`config.mk`:
```
export PLATFORM = sky130hd
export DESIGN_NAME = pp_reduce_seq
export DESIGN_NICKNAME = d
export VERILOG_FILES = /design/src/rtl/pp_reduce_seq.sv
export SDC_FILE = /design/constraint.sdc
export NUM_CORES = 2
export LEC_CHECK = 0
export BUFFER_PORTS_ARGS = -buffer_cell sky130_fd_sc_hd__buf_4
export CAP_MARGIN = 0
export CORE_UTILIZATION = 49
export CTS_CLUSTER_DIAMETER = 200
export DETAILED_ROUTE_END_ITERATION = 8
export PLACE_DENSITY = 0.73
export SYNTH_ARGS = -nofsm -noshare
export SYNTH_HDL_FRONTEND = slang
export SYNTH_SLANG_ARGS = --single-unit
```
`constraint.sdc`:
```
create_clock -name clk -period 5.6 [get_ports clk]
set_input_delay 0.56 -clock clk [delete_from_list [all_inputs] [get_ports clk]]
set_output_delay 0.56 -clock clk [all_outputs]
set_load 0.03 [all_outputs]
```
`src/rtl/pp_reduce_seq.sv`:
```
// Sequential carry-save reducer: sums NUM_PP signed 2N-bit partial products, PP_PER_CYCLE per cycle.
// Optional sticky output over the final sum LSBs is enabled by defining PP_REDUCE_STICKY_EN.
`timescale 1ns/1ps

module pp_reduce_seq #(
  parameter int unsigned N            = 24,
  parameter int unsigned NUM_PP       = 13,
  parameter int unsigned PP_PER_CYCLE = 4,
  parameter int unsigned STICKY_LSBS  = 22
) (
  input  logic                    clk,
  input  logic                    rst_n,
  input  logic                    in_valid,
  output logic                    in_ready,
  input  logic [NUM_PP*2*N-1:0]   pp_array_flat,
  output logic                    out_valid,
  input  logic                    out_ready,
  output logic [2*N-1:0]          sum
`ifdef PP_REDUCE_STICKY_EN
  ,
  output logic                    sticky
`endif
);

  localparam int unsigned W     = 2 * N;
  localparam int unsigned K     = PP_PER_CYCLE;
  localparam int unsigned G     = (NUM_PP + K - 1) / K;
  localparam int unsigned CNT_W = (G > 1) ? $clog2(G) : 1;
  localparam int unsigned IN_W  = NUM_PP * W;
  localparam int unsigned PAD_W = G * K * W;

  localparam logic [1:0] ST_IDLE    = 2'd0;
  localparam logic [1:0] ST_ACCUM   = 2'd1;
  localparam logic [1:0] ST_RESOLVE = 2'd2;
  localparam logic [1:0] ST_DONE    = 2'd3;

  // Elaboration-time parameter range checks
  if (PP_PER_CYCLE < 1 || PP_PER_CYCLE > NUM_PP) begin : g_bad_k
    $error("pp_reduce_seq: PP_PER_CYCLE out of range");
  end
  if (STICKY_LSBS < 1 || STICKY_LSBS > W) begin : g_bad_sticky
    $error("pp_reduce_seq: STICKY_LSBS out of range");
  end

  logic [1:0]       r_state;
  logic [1:0]       w_state_nxt;
  logic             w_accept;
  logic             w_in_ready;
  logic             w_last;
  logic [IN_W-1:0]  r_pp;
  logic [PAD_W-1:0] w_pp_pad;
  logic [K*W-1:0]   w_grp;
  logic [W-1:0]     r_s;
  logic [W-1:0]     r_c;
  logic [CNT_W-1:0] r_cnt;
  logic [W-1:0]     w_s_nxt;
  logic [W-1:0]     w_c_nxt;
  logic [W-1:0]     w_s_t;
  logic [W-1:0]     w_s_v;
  logic [W-1:0]     w_c_v;
  logic [W-1:0]     w_p_v;
  logic [W-1:0]     w_sum_res;
  logic [W-1:0]     r_sum;
  logic             r_out_valid;

  // State register
  always_ff @(posedge clk or negedge rst_n) begin
    if (!rst_n) begin
      r_state <= ST_IDLE;
    end else begin
      r_state <= w_state_nxt;
    end
  end

  // Next-state and handshake decode
  always_comb begin
    w_state_nxt = r_state;
    w_accept    = 1'b0;
    w_in_ready  = 1'b0;
    w_last      = (r_cnt == CNT_W'(G - 1));
    case (r_state)
      ST_IDLE: begin
        w_in_ready = 1'b1;
        if (in_valid) begin
          w_accept    = 1'b1;
          w_state_nxt = ST_ACCUM;
        end
      end
      ST_ACCUM: begin
        if (w_last) begin
          w_state_nxt = ST_RESOLVE;
        end
      end
      ST_RESOLVE: begin
        w_state_nxt = ST_DONE;
      end
      ST_DONE: begin
        if (out_ready) begin
          w_in_ready = 1'b1;
          if (in_valid) begin
            w_accept    = 1'b1;
            w_state_nxt = ST_ACCUM;
          end else begin
            w_state_nxt = ST_IDLE;
          end
        end
      end
      default: begin
        w_state_nxt = ST_IDLE;
      end
    endcase
  end

  // Last group is zero-padded up to K slots
  assign w_pp_pad = PAD_W'(r_pp);

  always_comb begin
    w_grp = '0;
    for (int unsigned g = 0; g < G; g++) begin
      if (r_cnt == CNT_W'(g)) begin
        w_grp = w_pp_pad[g*K*W +: K*W];
      end
    end
  end

  // Chain of 3:2 compressors folding K products into the (S, C) pair
  always_comb begin
    w_s_v = r_s;
    w_c_v = r_c;
    w_p_v = '0;
    w_s_t = '0;
    for (int unsigned k = 0; k < K; k++) begin
      w_p_v = w_grp[k*W +: W];
      w_s_t = w_s_v ^ w_c_v ^ w_p_v;
      w_c_v = ((w_s_v & w_c_v) | (w_s_v & w_p_v) | (w_c_v & w_p_v)) << 1;
      w_s_v = w_s_t;
    end
    w_s_nxt = w_s_v;
    w_c_nxt = w_c_v;
  end

  assign w_sum_res = r_s + r_c;

  // Capture, carry-save accumulation and counter
  always_ff @(posedge clk or negedge rst_n) begin
    if (!rst_n) begin
      r_pp  <= '0;
      r_s   <= '0;
      r_c   <= '0;
      r_cnt <= '0;
    end else if (w_accept) begin
      r_pp  <= pp_array_flat;
      r_s   <= '0;
      r_c   <= '0;
      r_cnt <= '0;
    end else if (r_state == ST_ACCUM) begin
      r_s   <= w_s_nxt;
      r_c   <= w_c_nxt;
      r_cnt <= r_cnt + CNT_W'(1);
    end
  end

  // Result register; sum holds until the next resolve
  always_ff @(posedge clk or negedge rst_n) begin
    if (!rst_n) begin
      r_sum       <= '0;
      r_out_valid <= 1'b0;
    end else if (r_state == ST_RESOLVE) begin
      r_sum       <= w_sum_res;
      r_out_valid <= 1'b1;
    end else if (r_state == ST_DONE && out_ready) begin
      r_out_valid <= 1'b0;
    end
  end

`ifdef PP_REDUCE_STICKY_EN
  logic r_sticky;

  always_ff @(posedge clk or negedge rst_n) begin
    if (!rst_n) begin
      r_sticky <= 1'b0;
    end else if (r_state == ST_RESOLVE) begin
      r_sticky <= |w_sum_res[STICKY_LSBS-1:0];
    end
  end

  assign sticky = r_sticky;
`endif

  assign in_ready  = w_in_ready;
  assign out_valid = r_out_valid;
  assign sum       = r_sum;

endmodule
```
# Yosys cells after proc, flatten, opt, wreduce, memory -nomap -nowiden
# Index checks and enable logic that the tools add are counted.
[totals]
register_bits = 773
output_inout_bits = 50
word_cells = 74
[op_classes]
addsub = 2
n_eq_ne = 9
muxes = 22
n_bitwise = 28
n_reduce_logical = 6
[ops]
columns = ["operator", "count"]
rows = [
  ["$mux 192", 4],
  ["$and 47x47->47", 12],
  ["$xor 48x48->48", 8],
  ["$or 47x47->47", 8],
  ["$mux 48", 4],
  ["$add 48x48->48", 1],
  ["$mux 2", 5],
  ["$eq 2x2->1 const B", 4],
  ["$pmux 2 s4", 1],
  ["$mux 1", 6],
  ["$ne 2x2->1 const B", 3],
  ["$eq 2x1->1 const B", 2],
  ["$logic_not 2->1", 2],
  ["$pmux 1 s2", 2],
  ["$reduce_bool 2->1", 2],
  ["$reduce_and 3->1", 1],
  ["$add 2x1->2 const B", 1],
  ["$logic_and 1x1->1", 1],
]

# Logic depth before layout (Yosys ltp)
[depth]
depth_word = 19
depth_mapped = 22

# Worst setup path before layout
# Ideal clock, no wire load.
[synth_timing]
path_type = "reg2reg"
from = "register r_cnt[1]"
to = "register r_s[45]"
arrival_time_ns = 4.056
required_ns = 5.468
slack_ns = 1.412
path_stages_with_launch = 21
n_path_buf = 3
cell_sequence = "dfrtp_1 inv_1 ha_1 clkbuf_1 clkbuf_1 clkbuf_1 nor2_1 a21oi_1 nor2_1 a21oi_1 o21ai_0 fa_1 inv_1 fa_1 inv_1 fa_1 inv_1 fa_1 nor2_1 a21oi_1 nor2_1"
[synth_via]
elab_chain_cells = 18
word_cells_on_any_way = 31
cone_classes = "eq/ne (3); mux (6); bitwise (21); reduce/logical (1)"
[synth_lines]
columns = ["element", "line_no", "text"]
rows = [
  ["start: declaration", "55", "logic [CNT_W-1:0] r_cnt;"],
  ["start signal: assignment", "159", "r_cnt <= r_cnt + CNT_W'(1);"],
  ["$logic_not 2->1", "120", "if (r_cnt == CNT_W'(g)) begin"],
  ["$mux 192 (3 in a row)", "120", ""],
  ["$mux 192 (*)", "120", ""],
  ["$and 47x47->47", "135", "w_c_v = ((w_s_v & w_c_v) | (w_s_v & w_p_v) | (w_c_v & w_p_v)) << 1;"],
  ["$or 47x47->47 (2 in a row)", "135", ""],
  ["$and 47x47->47", "135", ""],
  ["$or 47x47->47 (2 in a row)", "135", ""],
  ["$and 47x47->47", "135", ""],
  ["$or 47x47->47 (2 in a row)", "135", ""],
  ["$xor 48x48->48", "134", "w_s_t = w_s_v ^ w_c_v ^ w_p_v;"],
  ["$xor 48x48->48 (*)", "134", ""],
  ["$mux 48 (*)", "156", "end else if (r_state == ST_ACCUM) begin"],
  ["$mux 48 (*)", "151", "end else if (w_accept) begin"],
  ["end signal: assignment", "157", "r_s <= w_s_nxt;"],
  ["end: declaration", "53", "logic [W-1:0] r_s;"],
]
# Mark *: on every way between the ends. The rest lies on a longest branch, timed or not. The select of a mux whose other input is x is not followed.
# A chain may end at the register's enable or synchronous reset.

# Final worst setup path
[layout_timing]
from = "register r_cnt[0]"
to = "register r_s[26]"
# The elaborated chain is that of the path after synthesis.

==> metrics.cfg <==
[run_status]
status = finished, final reports clean

[synthesis]
yosysWarnings = 0
synth_top_area_share = 0.466
synth.cell_area_mm2 = 0.0414
yosys.area.top_type = dfrtp_1
synth_ff_type = dfrtp_1
yosys.area_share.simple = 0.111
ys_seq_elements = 772
synthesis.nets = 4739
synth.avg_cell_area_um2 = 10.7
synth_top_family_by_area = multiplexers
ys_types = 72
synth_edf_count = 0
syn_inst = 3867
netlist_top_cells_area = dfrtp_1 47%, mux2_2 18%, fa_1 8.9%
synth_fa_ha_area_frac = 0.107
synth_compound_area_frac = 0.0915
yosysSeqAreaShare = 0.466
synth_xor_area_frac = 0.0104
synthArstFlopShare = 1.00
muxShareOfSynthArea = 0.180

[setup_path]
worst_ep_arrival_time_ps = 5370
crit_path_max_fanout = 73
crit_path_end_kind = flop
cp_top_family = adder cells
cp_cell_sequence = inv_1, ha_4, buf_4, a21oi_1, o21ai_0, fa_1, inv_1, fa_1, fa_1, fa_1, nor2_1, a21oi_1, nor2_1
path_class = flop to flop
cp_common_cell = fa_1
cp_slowest_cell = ha_4
critPathRequiredTime_ps = 6110
cpPeakStageDelay_ps = 720
startpoint_type = flop
worst-path-buf-inv = 3

[sta]
fin_setup_tns_ps = 0
worst_pin_slew_ps = 989
fin_skew_ps = 25.8
fmax_mhz = 206
period_share = 0.866
relSlewSlack = 0.333
setup_violations = 0
rsz0062_at_grt = no
finalCriticalPeriod_ps = 4850
maxSlewViolCount = 0
finalHoldViolCount = 0

[global_route]
grt_use_total = 0.279
grt_start_max_net_pins = 158
antenna_found_initial = 13
grt_first_pass_wirelength_um = 184000
grt_overflow = 0
grt_pass1_vias = 31200

[power_and_ir_drop]
p_leak_nw = 22.6
cellPowerDensity_mw_per_mm2 = 726
power_mw = 36.8
ir_drop_v = 0.000373

[min_path]
hp-class = primary input to flop

[drt]
drt_first_iter_violations = 1902
drtAntennaViolNets = 0
viasPerCell = 5.39
totalWireLength_um = 119000
num_vias = 30500
drc = 0
drt-pass1-iter-count = 5
wire_per_inst_um = 21.1

[finish]
layout_commonest_cell = dfrtp_1
area.growth.synth_to_final_pct = 22.3
drive_above_1_share = 0.345
layout_common_cells = 772 x dfrtp_1, 720 x buf_4, 654 x mux2_2
final_nets = 5317

[floorplan]
die_y_um = 293
die_x_um = 293
core_mm2 = 0.0837
die-area_mm2 = 0.0857
core.rowCount = 106
start_util = 0.495
io_pins = 678

[place]
gp_congestion = 0.873
hpwlAfterDp_um = 88800
portBuffers = 677

[clocking]
cts.sinks = 772
cts_resized = 0
insertion_delay_ps = 650
clk_pin_slew_ps = 60
cts_tree = yes
cts_max_path_buffers = 3
cts_root_buf = clkbuf_16
htreeDepth = 3
cts_buffers = 86

[job]
cap_violations = 0

## what timing repair did
item / CTS / global route
setup buffers: 0 / 0
hold buffers: 1 / 0
hold endpoints to repair: 82 / 0
## worst reg2reg max path, stage by stage, from the launching register on
cell     delay (ps)
dfrtp_1         460
inv_1           190
ha_4            720
buf_4           360
a21oi_1          90
o21ai_0         640
fa_1            550
inv_1            80
fa_1            440
fa_1            480
fa_1            490
nor2_1           40
a21oi_1         140
nor2_1           50
## area by class of cell
class | count | area [µm²]
fill | 6880 | 33000
multi-input combinational | 2726 | 20700
sequential | 772 | 19300
timing repair buffer | 740 | 5790
clock buffer | 127 | 2540
tap | 1134 | 1420
inverter | 119 | 452
clock inverter | 27 | 362
antenna | 12 | 30.0
## stage by stage
step / hold slack, ps / setup slack (ps) / utilization / area, µm² / cells
2_1_floorplan: 264 / 1410 / - / 41400 / 3867
4_1_cts: 104 / 784 / 0.605 / 50600 / 5645
3_3_place_gp: 467 / 872 / 0.570 / 47700 / 5490
5_1_grt: 117 / 590 / 0.605 / 50700 / 5657
6_report: 138 / 748 / 0.605 / 50700 / 5657
3_5_place_dp: 479 / 807 / 0.570 / 47700 / 5490
## synth_stat cells, types with 3 or more instances
master      n
dfrtp_1   772
mux2_2    654
nor2_1    472
nand2_1   411
a21oi_1   385
clkbuf_1  231
o21ai_0   199
fa_1      185
nand2b_1  142
inv_1     119
ha_1       59
xnor2_1    30
a21o_1     27
xor2_1     19
buf_1      15
nand4_1    11
o21bai_1   11
nand3_1     9
a211oi_1    8
mux2i_1     7
nor2b_1     6
o31ai_1     6
nor3_1      5
o211ai_1    5
o21a_1      5
o21ai_1     5
a21boi_0    4
and2_1      4
nand3b_1    4
a21oi_2     3
a22oi_1     3
a41oi_1     3
## final timing paths
| kind | from | to | slack (ps) | cells after the start |
|---|---|---|---|---|
| min in group asynchronous | rst_n | r_pp[219] | 550 | 2 |
| hold / removal | pp_array_flat[269] | r_pp[269] | 140 | 2 |
| setup / recovery | r_cnt[0] | r_s[26] | 750 | 13 |
| hold reg to reg | sum[33] | sum[33] | 490 | 1 |
| max in group asynchronous | rst_n | r_pp[148] | 3630 | 3 |
| setup reg to reg | r_cnt[0] | r_s[26] | 750 | 13 |
## cells by family (layout without fill, tap and decap cells)
family                     count (synthesis)  after routing
buffers and inverters                    369           1013
adders and majority gates                244            244
xor gates and xnor gates                  49             49
muxes                                    662            662
other                                      0             12
AOI/OAI and AO/OA                        690            690
DFF                                      772            772
and+or+nand+nor                         1081           1081
## state kept, by name, indices dropped and copies added (netlist names)
name	cells
r_pp	624
r_c	47
out_valid	1
r_cnt	2
r_s	48
sum	48
r_state	2
## routing by layer
metal  global-route usage  routed length (µm)
met5                    0                   9
met4               0.0933                3920
met3               0.0553                7690
met2                0.444               55500
met1                0.384               52200
## report_power, final
group	internal, mW	leakage [nW]	switching [mW]	total, mW
combinational	9.24	11.8	11.5	20.8
clock	3.50	1.42	2.35	5.86
sequential	8.45	9.32	1.71	10.2
total	21.2	22.6	15.6	36.8
Note: power is estimated with default switching activity, not from simulation.
